**src/rtl/battle_pkg.sv**
```systemverilog
// Shared types and constants for the battle turn scheduler.
package battle_pkg;

  typedef enum logic [3:0] {
    ST_IDLE,
    ST_SELECT,
    ST_ATK1,
    ST_CHK1,
    ST_ATK2,
    ST_CHK2,
    ST_VICTORY,
    ST_LOSS,
    ST_FAULT
  } state_t;

  localparam logic ATTACKER_PLAYER = 1'b0;
  localparam logic ATTACKER_AI     = 1'b1;
  localparam logic TARGET_PLAYER   = 1'b0;
  localparam logic TARGET_AI       = 1'b1;

  localparam int unsigned MOVE_W = 2;
  localparam int unsigned TURN_W = 8;
  localparam int unsigned LFSR_W = 8;

  typedef logic [MOVE_W-1:0] move_idx_t;

endpackage

```
**src/rtl/battle_lfsr.sv**
```systemverilog
// 8-bit Fibonacci LFSR, polynomial x^8+x^6+x^5+x^4+1, shifting left.
module battle_lfsr #(
  parameter logic [7:0] SEED = 8'hA5
) (
  input  logic       clk,
  input  logic       reset,
  input  logic       enable,
  output logic [7:0] value
);

  logic feedback;

  // Feedback taps at stages 8, 6, 5 and 4.
  always_comb begin
    feedback = value[7] ^ value[5] ^ value[4] ^ value[3];
  end

  // Shift register; reloads the seed on reset.
  always_ff @(posedge clk or posedge reset) begin
    if (reset) begin
      value <= SEED;
    end else if (enable) begin
      value <= {value[6:0], feedback};
    end
  end

endmodule

```
**src/rtl/battle_turn_scheduler.sv**
```systemverilog
// Sequences one battle turn: move select, speed ordering, two attacks with
// req/ack to the damage datapath, defeat checks and an ack watchdog.
module battle_turn_scheduler
  import battle_pkg::*;
#(
  parameter int unsigned SPEED_W     = 8,
  parameter int unsigned ACK_TIMEOUT = 15,
  parameter logic [7:0]  LFSR_SEED   = 8'hA5
) (
  input  logic               clk,
  input  logic               reset,
  input  logic               go,
  input  logic [1:0]         p_move,
  input  logic [SPEED_W-1:0] p_speed,
  input  logic [SPEED_W-1:0] ai_speed,
  input  logic               p_dead,
  input  logic               ai_dead,
  input  logic               dmg_ack,
  output logic               dmg_req,
  output logic               attacker,
  output logic               target,
  output logic [1:0]         move_idx,
  output logic [1:0]         ai_move,
  output logic [7:0]         turn_count,
  output logic               busy,
  output logic               victory,
  output logic               loss,
  output logic               fault
);

  localparam int unsigned WD_W = (ACK_TIMEOUT < 2) ? 1 : $clog2(ACK_TIMEOUT);

  state_t            state, state_d;
  logic              go_q;
  logic              tie_bit, tie_d;
  logic              first_ai, first_d;
  move_idx_t         p_move_q, p_move_d;
  move_idx_t         ai_move_d;
  logic [TURN_W-1:0] turn_d;
  logic [WD_W-1:0]   wd_cnt, wd_d;
  logic [LFSR_W-1:0] lfsr_value;

  logic              dmg_req_d, attacker_d, target_d, busy_d;
  logic              victory_d, loss_d, fault_d;
  move_idx_t         move_idx_d;

  battle_lfsr #(.SEED(LFSR_SEED)) u_lfsr (
    .clk    (clk),
    .reset  (reset),
    .enable (1'b1),
    .value  (lfsr_value)
  );

  // Next-state, turn bookkeeping and registered-output decode.
  always_comb begin
    state_d    = state;
    tie_d      = tie_bit;
    first_d    = first_ai;
    p_move_d   = p_move_q;
    ai_move_d  = ai_move;
    turn_d     = turn_count;
    wd_d       = wd_cnt;
    attacker_d = attacker;
    target_d   = target;
    move_idx_d = move_idx;

    unique case (state)
      ST_IDLE: begin
        if (go && !go_q) begin
          state_d  = ST_SELECT;
          p_move_d = p_move;
        end
      end
      ST_SELECT: begin
        ai_move_d = lfsr_value[1:0];
        if (p_speed > ai_speed) begin
          first_d = ATTACKER_PLAYER;
        end else if (p_speed < ai_speed) begin
          first_d = ATTACKER_AI;
        end else begin
          first_d = tie_bit;
          tie_d   = ~tie_bit;
        end
        wd_d    = '0;
        state_d = ST_ATK1;
      end
      ST_ATK1, ST_ATK2: begin
        if (dmg_ack) begin
          state_d = (state == ST_ATK1) ? ST_CHK1 : ST_CHK2;
        end else if (wd_cnt == WD_W'(ACK_TIMEOUT - 1)) begin
          state_d = ST_FAULT;
        end else begin
          wd_d = wd_cnt + WD_W'(1);
        end
      end
      ST_CHK1, ST_CHK2: begin
        if (ai_dead) begin
          state_d = ST_VICTORY;
        end else if (p_dead) begin
          state_d = ST_LOSS;
        end else if (state == ST_CHK1) begin
          wd_d    = '0;
          state_d = ST_ATK2;
        end else begin
          state_d = ST_IDLE;
          if (turn_count != '1) begin
            turn_d = turn_count + TURN_W'(1);
          end
        end
      end
      default: begin
        state_d = state;
      end
    endcase

    dmg_req_d = (state_d == ST_ATK1) || (state_d == ST_ATK2);
    busy_d    = state_d inside {ST_SELECT, ST_ATK1, ST_CHK1, ST_ATK2, ST_CHK2};
    victory_d = (state_d == ST_VICTORY);
    loss_d    = (state_d == ST_LOSS);
    fault_d   = (state_d == ST_FAULT);

    if (dmg_req_d) begin
      attacker_d = (state_d == ST_ATK1) ? first_d : ~first_d;
      target_d   = (attacker_d == ATTACKER_AI) ? TARGET_PLAYER : TARGET_AI;
      move_idx_d = (attacker_d == ATTACKER_AI) ? ai_move_d : p_move_d;
    end
  end

  // State, turn context and output registers.
  always_ff @(posedge clk or posedge reset) begin
    if (reset) begin
      state      <= ST_IDLE;
      go_q       <= 1'b0;
      tie_bit    <= 1'b0;
      first_ai   <= ATTACKER_PLAYER;
      p_move_q   <= '0;
      ai_move    <= '0;
      turn_count <= '0;
      wd_cnt     <= '0;
      dmg_req    <= 1'b0;
      attacker   <= ATTACKER_PLAYER;
      target     <= TARGET_PLAYER;
      move_idx   <= '0;
      busy       <= 1'b0;
      victory    <= 1'b0;
      loss       <= 1'b0;
      fault      <= 1'b0;
    end else begin
      state      <= state_d;
      go_q       <= go;
      tie_bit    <= tie_d;
      first_ai   <= first_d;
      p_move_q   <= p_move_d;
      ai_move    <= ai_move_d;
      turn_count <= turn_d;
      wd_cnt     <= wd_d;
      dmg_req    <= dmg_req_d;
      attacker   <= attacker_d;
      target     <= target_d;
      move_idx   <= move_idx_d;
      busy       <= busy_d;
      victory    <= victory_d;
      loss       <= loss_d;
      fault      <= fault_d;
    end
  end

endmodule

```
**config.mk**
```make
export PLATFORM = sky130hd
export DESIGN_NAME = battle_turn_scheduler
export DESIGN_NICKNAME = d
export VERILOG_FILES = /design/src/rtl/battle_pkg.sv /design/src/rtl/battle_lfsr.sv /design/src/rtl/battle_turn_scheduler.sv
export SDC_FILE = /design/constraint.sdc
export NUM_CORES = 1
export LEC_CHECK = 0
export BUFFER_PORTS_ARGS = -buffer_cell sky130_fd_sc_hd__buf_2
export CAP_MARGIN = 20
export CORE_ASPECT_RATIO = 0.7
export CORE_MARGIN = 3
export CORE_UTILIZATION = 54
export DETAILED_ROUTE_END_ITERATION = 7
export PLACE_DENSITY = 0.79
export SYNTH_ARGS = -nofsm -noshare
export SYNTH_HDL_FRONTEND = slang
export SYNTH_HIERARCHICAL = 1
export SYNTH_SLANG_ARGS = --single-unit
```
**constraint.sdc**
```tcl
create_clock -name clk -period 2.69 [get_ports clk]
set_input_delay 0.538 -clock clk [delete_from_list [all_inputs] [get_ports clk]]
set_output_delay 0.538 -clock clk [all_outputs]
set_load 0.02 [all_outputs]
```
==> impl_metrics.yaml, run 1 <==
critical_path:
  critical_path.max_stage_delay_ns: 0.47
  crit_buf_inv: 2
  worstSetupStartpointType: "register"
  crit_path_cell_trace: "inv_1 > ha_1 > and4b_1 > a221oi_1 > nor2_2 > xnor2_1 > or3_4 > inv_4 > mux2_1"
  required_ns: 2.87
  endpoint_kind: "register"
  worst_ep_arrival_time_ns: 2.69
  critPathTopFamily: "simple AND/OR/NAND/NOR gates"
  crit_fanout: 6
  r2r-start: "wd_cnt[0]"
  startpoint: "wd_cnt[0]"
  reg2reg_depth: 9
  slowest_stage: "or3_4"
  criticalPathCategory: "register to register"
  cp.depth: 9
floorplan:
  rows: 18
  die_w_um: 80.4
  chipHeight_um: 58.1
  core_mm2: 0.00363
  die-area_mm2: 0.00467
  io_pins: 43
  initial_utilization_pct: 57.8
global_routing:
  grt_overflow: 0
  grt_usage_pct: 20.5
  grt_pass1_vias: 1531
  antenna_found_initial: 0
  grt_max_degree: 33
  grt_pass1_wl_mm: 7.18
clock_tree:
  cts_buffers: 5
  clkTransAtPathRegs_ns: 0.08
  clk_path_buf_depth: 2
  clock-sinks: 40
  cts_hold_buf: 0
  cts_tree: "yes"
  clk_latency_ns: 0.30
  htreeDepth: 2
  ctsRootBufferMaster: "clkbuf_8"
timing:
  timing.final.crit_share_pct: 93.2
  finClkSkew_ns: 0.00568
  slew_headroom_pct: 63.0
  holdWs_ns: 0.186
  rsz0062_at_grt: "no"
  setup_violations: 0
  drv_slew: 0
  final-hold-violation-count: 0
  fmax_mhz: 399
  setup_tns_ns: 0
  min_period_ns: 2.51
  tightest_slew_ns: 0.540
power_and_ir_drop:
  swShare_pct: 32.0
  irDropWorstVdd_v: 0.000491
  power.density_mw_per_mm2: 781
  clockPowerShare_pct: 25.1
  combPwrFrac_pct: 27.7
  seq_power_share_pct: 47.2
  internal_power_mw: 1.31
  power_leakage_nw: 1.27
  switchingPower_uw: 616
yosys:
  synth_flop_cell: "dfrtp_1"
  ys_seq_area_share_pct: 48.0
  syn_area_per_cell_um2: 10.6
  syn_nets: 232
  syn-cell-area_mm2: 0.00209
  synthTopCellsByArea: "dfrtp_1 43%, ha_1 6.6%, mux2_2 5.4%, dfstp_2 5.0%, xnor2_1 4.2%"
  ys_ff_latch: 40
  synthArstFlopShare_pct: 100
  synth-edff-count: 0
  synth_cells: 197
  yosysTopAreaCell: "dfrtp_1"
  synth.distinct_cells: 49
  yosysWarningCount: 6
  synth_top_area_share_pct: 43.0
detailed_routing:
  antenna_left: 0
  drc: 0
  routed_wl_mm: 4.09
  first_pass_iters: 4
  via_per_inst: 5.24
  num_vias: 1534
  routedWlPerCell_um: 14.0
  drtIter0Drc: 65
cells_and_area:
  nets: 277
  drive_gt1_share_pct: 31.7
  stdcell_area_mm2: 0.00246
  n_antenna_cell: 0
  fill_cells: 281
  synthToLayoutAreaGrowth_pct: 17.6
placed_design:
  dp_hpwl_mm: 3.05
  gp_routability_congestion: 0.850
  placed_area_mm2: 0.00235
  numPortBuffers: 42
run:
  cap_viol_max_count: 0
outcome:
  status: "finished, final reports clean"
worst_hold_path:
  hp-class: "input port to async pin"
sequential cells by signal, summed over array words and instances (netlist names), 2 cells and up:
signal        count
u_lfsr/value      8
state             4
turn_count        8
wd_cnt            4
ai_move           2
move_idx          2
p_move_q          2
final timing paths:
check | endpoint | slack [ns]
max | target | 0.18
min | u_lfsr/value[4] | 0.19
max reg2reg | target | 0.18
min reg2reg | tie_bit | 0.48
max in group asynchronous | wd_cnt[3] | 2.07
min in group clk | go_q | 0.37
cell usage in the layout (no fill, tap or decap), types with 2 or more instances in the layout:
cell	instances
a211oi_1	2
a21o_1	3
a21oi_1	9
and2_1	2
and3_1	5
and4b_1	2
buf_2	42
buf_4	4
clkbuf_8	5
dfrtp_1	36
dfstp_2	4
ha_1	11
inv_1	17
inv_2	2
mux2_1	3
mux2_2	10
nand2_1	12
nand3_1	2
nand3b_1	2
nand4_1	4
nor2_1	11
nor2_2	2
nor3_1	4
o211ai_1	2
o21ai_1	4
o31ai_1	5
xnor2_1	10
xor2_1	3
synth_stat cells (all sizes together), types with 2 or more instances:
| library cell | n |
|---|---|
| inv | 20 |
| nand3b | 2 |
| xor2 | 3 |
| o31ai | 5 |
| mux2 | 13 |
| a211oi | 2 |
| and3 | 5 |
| dfrtp | 36 |
| nor2 | 13 |
| nor3 | 4 |
| a21o | 3 |
| o21ai | 5 |
| nand3 | 2 |
| and4b | 2 |
| or3 | 2 |
| dfstp | 4 |
| nand2 | 12 |
| and2 | 2 |
| ha | 11 |
| a21oi | 9 |
| xnor2 | 10 |
| o211ai | 2 |
| buf | 7 |
| nand4 | 4 |
cell families (layout without fill, tap and decap cells):
| family | Yosys count | after routing | synth area share, % |
|---|---|---|---|
| adders and majority gates | 12 | 12 | 7.11 |
| buffers and inverters | 28 | 74 | 6.15 |
| xor gates and xnor gates | 13 | 13 | 5.44 |
| muxes | 13 | 13 | 6.99 |
| DFF | 40 | 40 | 48.0 |
| and+or+nand+nor | 55 | 55 | 14.5 |
| other | 1 | 1 | 0.179 |
| AOI/OAI and AO/OA | 35 | 35 | 11.6 |
layout make-up:
type	count	area, um2	share of cell area (%)
Sequential cell	40	1010	40.9
Multi-Input combinational cell	129	965	39.2
Clock inverter	3	42.5	1.73
Timing Repair Buffer	46	240	9.76
Inverter	20	77.6	3.15
Tap cell	50	62.6	2.54
Clock buffer	5	68.8	2.79
layer usage:
layer / vias to the layer above / global-route usage [%] / wire length, um / part of all wire [%]
li1: 778 / - / - / -
met1: 729 / 29.1 / 2010 / 49
met2: 25 / 29.6 / 1900 / 46
met3: 2 / 7.76 / 166 / 4.1
met4: 0 / 5.78 / 17 / 0.42
met5: - / 0 / 0 / 0
metrics by stage:
stage / worst slack [ns] / util [%] / total power [mW] / instances
final: 0.183 / 67.9 / 1.92 / 293
after global routing: 0.0459 / 67.9 / 2.05 / 293
after CTS: 0.0982 / 67.8 / 1.94 / 293
after detailed placement: 0.0685 / 64.7 / 1.45 / 285
after global placement: 0.166 / 64.7 / 1.43 / 285
after floorplan: 0.339 / - / 1.28 / 197
power by group through the flow:
| stage | logic [mW] | clock network [mW] | registers (mW) |
|---|---|---|---|
| 2_1_floorplan | 0.335 | 0 | 0.943 |
| 3_3_place_gp | 0.518 | 0 | 0.910 |
| 3_5_place_dp | 0.531 | 0 | 0.916 |
| 4_1_cts | 0.534 | 0.496 | 0.907 |
| 5_1_grt | 0.589 | 0.530 | 0.929 |
| 6_report | 0.533 | 0.482 | 0.908 |
worst reg2reg max path: stages (launching register included):
cell and delay (ns):
dfrtp_1 0.42, inv_1 0.06, ha_1 0.18, and4b_1 0.21, a221oi_1 0.32, nor2_2 0.10
xnor2_1 0.23, or3_4 0.47, inv_4 0.09, mux2_1 0.32
what timing repair did:
item	4_1_cts	5_1_grt
buffers inserted	0	0
resized for setup	0	1
endpoints found under the setup margin	0	3
Power figures use the tool's default switching activity.
==> run 2, diff against run 1 <==
Settings changed: RECOVER_POWER from default to 50, SYNTH_HIERARCHICAL 1 to default.
==> impl_metrics.yaml, run 2 <==
yosys:
  synth_top_area_share_pct: 42.1
  syn-cell-area_mm2: 0.00214
  ys_seq_area_share_pct: 47.0
  yosysMostFrequentCell: "dfrtp_1"
  synth.distinct_cells: 59
  synthTopCellsByArea: "dfrtp_1 42%, ha_1 6.4%, dfstp_2 4.9%, xnor2_1 3.7%, inv_1 2.3%"
  yosysWarningCount: 0
  yosysTopAreaCell: "dfrtp_1"
  synth_cells: 192
  syn_area_per_cell_um2: 11.2
  syn_nets: 227
  synth_commonest_cells: "36 x dfrtp_1, 13 x inv_1, 13 x nand2_1"
  synthArstFlopShare_pct: 100
  ys_ff_latch: 40
  synth-edff-count: 0
  synth_flop_cell: "dfrtp_1"
critical_path:
  slowest_stage: "dfrtp_1"
  critical_path.max_stage_delay_ns: 0.42
  endpoint_kind: "register"
  criticalPathCategory: "register to register"
  worst_ep_arrival_time_ns: 2.46
  crit_fanout: 5
  crit_path_cell_trace: "inv_1 > ha_1 > and4b_4 > or2_1 > a311o_4 > clkinv_4 > xnor2_4 > nand2_8 > inv_4 > mux2_4"
  required_ns: 2.88
  worstSetupStartpointType: "register"
timing:
  setup_violations: 0
  tightest_slew_ns: 0.497
  finClkSkew_ns: 0.0116
  rsz0062_at_grt: "no"
  slew_headroom_pct: 66.9
  final-hold-violation-count: 0
  timing.final.crit_share_pct: 84.5
  min_period_ns: 2.27
  drv_slew: 0
  setup_ws_ns: 0.417
  setup_tns_ns: 0
  fmax_mhz: 440
detailed_routing:
  drtIter0Drc: 45
  num_vias: 1535
  routed_wl_mm: 4.04
  drc: 0
  routedWlPerCell_um: 14.0
  antenna_left: 0
  via_per_inst: 5.31
  first_pass_iters: 4
clock_tree:
  clock-sinks: 40
  post_cts_buffers: 0
  clk_latency_ns: 0.30
  postCtsResizedCells: 0
  clk_path_buf_depth: 2
  cts_buffers: 5
  htreeDepth: 2
  cts_hold_buf: 0
  clkTransAtPathRegs_ns: 0.09
  cts_tree: "yes"
  ctsRootBufferMaster: "clkbuf_8"
cells_and_area:
  synthToLayoutAreaGrowth_pct: 15.8
  n_antenna_cell: 0
  final_common_cell: "buf_2"
  drive_gt1_share_pct: 32.6
  final_util_pct: 67.6
  reg_top3: "turn_count x8, u_lfsr.value x8"
  layout_common_cells: "42 x buf_2, 36 x dfrtp_1, 13 x nand2_1, 13 x inv_1, 11 x ha_1"
  nets: 273
placed_design:
  gp_routability_congestion: 0.811
  dp_hpwl_mm: 3.00
  pre_cts_slack_ns: 0.330
  numPortBuffers: 42
global_routing:
  grt_usage_pct: 18.5
  grt_overflow: 0
  antenna_found_initial: 0
  grt_max_degree: 41
  grt_pass1_wl_mm: 6.66
  grt_pass1_vias: 1453
floorplan:
  chipHeight_um: 58.7
  die-area_mm2: 0.00477
  die_w_um: 81.3
  core_mm2: 0.00367
  rows: 18
  initial_utilization_pct: 58.4
  io_pins: 43
power_and_ir_drop:
  irDropWorstVdd_v: 0.000992
  switchingPower_mw: 1.11
  power_leakage_nw: 1.21
  swShare_pct: 43.1
  seq_power_share_pct: 34.1
  combPwrFrac_pct: 50.0
  power.total_mw: 2.56
  clockPowerShare_pct: 15.9
  internal_power_mw: 1.46
  power.density_mw_per_mm2: 1030
outcome:
  status: "finished, final reports clean"
run:
  cap_viol_max_count: 0
worst_hold_path:
  hp-class: "input port to async pin"
[run 2: worst paths after layout]
| kind | slack, ns | cells after the start | to | startpoint |
|---|---|---|---|---|
| max | 0.42 | 10 | target | wd_cnt[0] |
| min | 0.34 | 3 | u_lfsr.value[4] | reset |
| max reg2reg | 0.42 | 10 | target | wd_cnt[0] |
| min reg2reg | 0.36 | 0 | u_lfsr.value[7] | u_lfsr.value[6] |
| max in group asynchronous | 1.98 | 3 | u_lfsr.value[2] | reset |
| min in group clk | 0.34 | 1 | go_q | go |
[run 2: cell families after synthesis]
family	count (synthesis)	synth area share (%)
xor+xnor	14	6.60
fa+ha+maj	11	6.43
compound gates	38	13.2
buf+inv	20	4.73
simple gates	65	19.8
flops	40	47.0
mux	4	2.28
[run 2: area by class of cell]
cell class	count	area, um2
Clock inverter	3	23.8
Fill cell	283	1190
Tap cell	50	62.6
Inverter	16	67.6
Sequential cell	40	1010
Multi-Input combinational cell	132	1030
Timing Repair Buffer	43	218
Clock buffer	5	68.8
[run 2: per-layer routing]
layer	GRT usage, %	vias to the layer above	share of wire, %
met5	0	-	0
met4	5.78	0	1.3
met3	6.12	5	4.6
met2	26.1	25	41
met1	26.8	728	53
li1	-	777	-
[run 2: per-stage QoR]
stage                     cells  cell area, um2  hold WS [ns]
after floorplan             192            2140         0.333
final                       289            2480         0.342
after CTS                   289            2480         0.339
after detailed placement    281            2390         0.339
after global placement      281            2390         0.336
after global routing        289            2480         0.331
[run 2: worst max-delay path, delay by kind of cell (launching register included)]
family	cells	cell delay, ns
compound gates	1	0.36
xor+xnor	1	0.16
fa+ha+maj	1	0.19
buf+inv	3	0.22
flops	1	0.42
mux	1	0.29
simple gates	3	0.52
[run 2: power groups by stage]
stage,registers (mW),clock network [mW],logic [mW]
CTS,0.871,0.418,1.28
detailed placement,0.879,0,1.28
global placement,0.883,0,1.25
floorplan,0.896,0,1.03
global route,0.892,0.448,1.41
finish,0.875,0.409,1.28
==> run 3, diff against run 2 <==
Settings changed: ABC_AREA from default to 1, CORE_UTILIZATION 54 to 49, PLACE_DENSITY 0.79 to 0.75.
Clock period 2.69 ns to 2 ns, I/O delays scaled along.
==> impl_metrics.yaml, run 3 <==
global_routing:
  grt_pass1_vias: 1533
  antenna_found_initial: 0
  grt_max_degree: 41
  grt_pass1_wl_mm: 6.79
  grt_usage_pct: 17.0
  grt_overflow: 0
yosys:
  yosysTopAreaCell: "dfrtp_1"
  synth-edff-count: 0
  syn_nets: 273
  synth_flop_cell: "dfrtp_1"
  synth.distinct_cells: 33
  syn_area_per_cell_um2: 8.95
  synthTopCellsByArea: "dfrtp_1 42%, nand2_1 9.5%, ha_1 6.5%, inv_1 5.3%, dfstp_2 4.9%"
  synthArstFlopShare_pct: 100
  yosysWarningCount: 0
  ys_ff_latch: 40
  synth_commonest_cells: "54 x nand2_1, 36 x dfrtp_1, 30 x inv_1"
  syn-cell-area_mm2: 0.00213
  synth_cells: 238
  yosysMostFrequentCell: "nand2_1"
  ys_seq_area_share_pct: 47.2
  synth_top_area_share_pct: 42.3
clock_tree:
  cts_buffers: 5
  clk_path_buf_depth: 2
  cts_tree: "yes"
  cts_hold_buf: 0
  ctsRootBufferMaster: "clkbuf_8"
  clock-sinks: 40
  clkTransAtPathRegs_ns: 0.08
  htreeDepth: 2
  clk_latency_ns: 0.29
timing:
  final-hold-violation-count: 0
  drv_slew: 0
  tightest_slew_ns: 0.955
  slew_headroom_pct: 36.3
  finClkSkew_ns: 0.00978
  rsz0062_at_grt: "no"
  holdWs_ns: 0.236
  timing.final.crit_share_pct: 93.2
  fmax_mhz: 537
  setup_violations: 0
  min_period_ns: 1.86
  setup_tns_ns: 0
floorplan:
  io_pins: 43
  rows: 19
  die-area_mm2: 0.00519
  initial_utilization_pct: 52.7
  chipHeight_um: 61.2
  die_w_um: 84.8
  core_mm2: 0.00404
cells_and_area:
  multi_input_area_um2: 992
  reg_top3: "turn_count x8, u_lfsr.value x8"
  instances_no_fill: 345
  final_common_cell: "nand2_1"
  stdcell_area_mm2: 0.00255
  nets: 327
  drive_gt1_share_pct: 32.4
  fill_cells: 346
  n_antenna_cell: 0
  regArea_mm2: 0.00101
  layout_common_cells: "54 x nand2_1, 42 x buf_2, 36 x dfrtp_1"
  synthToLayoutAreaGrowth_pct: 19.5
power_and_ir_drop:
  seq_power_share_pct: 56.3
  power.density_mw_per_mm2: 565
  switchingPower_uw: 321
  combPwrFrac_pct: 5.7
  swShare_pct: 22.3
  irDropWorstVdd_v: 0.000408
  internal_power_mw: 1.12
  power.total_mw: 1.44
  power_leakage_nw: 1.42
  clockPowerShare_pct: 38.1
critical_path:
  crit_buf_inv: 1
  critPathTopFamily: "simple AND/OR/NAND/NOR gates"
  reg2reg_depth: 13
  required_ns: 2.18
  slowest_stage: "dfrtp_1"
  critical_path.max_stage_delay_ns: 0.40
  worst_ep_arrival_time_ns: 2.04
  criticalPathCategory: "register to register"
  crit_path_cell_trace: "inv_1 > ha_1 > nand3_2 > nand2_1 > nand2_1 > nand3_2 > nand3_4 > nor2_4 > nand3_2 > nand2_2 > nand2_2 > nand3_1 > nand3_1"
  endpoint_kind: "register"
  cp.depth: 13
  crit_fanout: 5
  worstSetupStartpointType: "register"
  cp_common_cell: "nand3_2"
detailed_routing:
  drc: 0
  num_vias: 1656
  routed_wl_mm: 4.13
  first_pass_iters: 4
  antenna_left: 0
  drtIter0Drc: 83
  routedWlPerCell_um: 12.0
  via_per_inst: 4.80
worst_hold_path:
  hp-class: "input port to register"
  min_path_cells: 1
run:
  cap_viol_max_count: 0
placed_design:
  dp_hpwl_mm: 3.12
  placedCellCount: 335
  placed_area_mm2: 0.00242
  numPortBuffers: 42
  gp_routability_congestion: 0.859
outcome:
  status: "finished, final reports clean"
==> run 3: cell count changes after synthesis, sizes merged, moves of 4 or more <==
cell	previous run	this run
o21ai	10	3
nand3	4	24
nor2	10	27
xnor2	10	6
inv	15	35
nand2	15	63
==> run 3: through the flow <==
step	worst slack (ns)	util, %
after floorplan	0.346	-
after global placement	0.141	60.0
after detailed placement	0.0858	60.0
after CTS	0.131	62.3
after global routing	0.0000970	63.0
final	0.137	63.0
==> run 3: worst paths after layout <==
path | startpoint | end | slack (ns)
min in group asynchronous | reset | target | 0.38
min reg2reg | u_lfsr.value[6] | u_lfsr.value[7] | 0.35
min | go | go_q | 0.24
max | wd_cnt[0] | move_idx[1] | 0.14
max in group asynchronous | reset | state[1] | 1.02
max reg2reg | wd_cnt[0] | move_idx[1] | 0.14
==> run 3: logic make-up (layout without fill, tap and decap cells) <==
family	after synthesis	in the layout	synth area share, %
multiplexers	1	1	0.528
AND/OR/NAND/NOR	123	123	28.9
XOR/XNOR	12	12	4.93
buffers and inverters	36	91	6.81
adder cells (fa/ha/maj)	11	11	6.46
flip-flops	40	40	47.2
AO/OA/AOI/OAI	15	15	5.17
==> run 3: repair_timing <==
action,4_1_cts,5_1_grt
endpoints found under the setup margin,0,4
setup buffers,0,2
resized for setup,0,4
==> run 3: routing by layer <==
layer	global-route usage, %	wire (um)	vias up
li1	-	-	861
met1	24.0	2100	754
met2	25.0	1720	37
met3	6.15	275	4
met4	4.74	30	0
met5	0	0	-
==> run 3: worst register-to-register path, delay by kind of cell, from the launching register on <==
family	cells	cell delay [ns]
simple gates	11	1.07
flops	1	0.40
buf+inv	1	0.10
fa+ha+maj	1	0.19
==> run 3: cell type report <==
class	count	area share (%)
inverter	35	5.41
clock buffer	6	3.24
sequential	40	39.5
tap	52	2.56
multi-input combinational	162	39.0
clock inverter	2	0.393
timing repair buffer	48	9.93
==> run 3: power groups by stage <==
stage / combinational [mW] / clock, mW / sequential, mW
floorplan: 0.0476 / 0 / 0.825
global placement: 0.0822 / 0 / 0.825
detailed placement: 0.0838 / 0 / 0.825
CTS: 0.0843 / 0.564 / 0.810
global route: 0.0973 / 0.602 / 0.810
finish: 0.0816 / 0.548 / 0.810
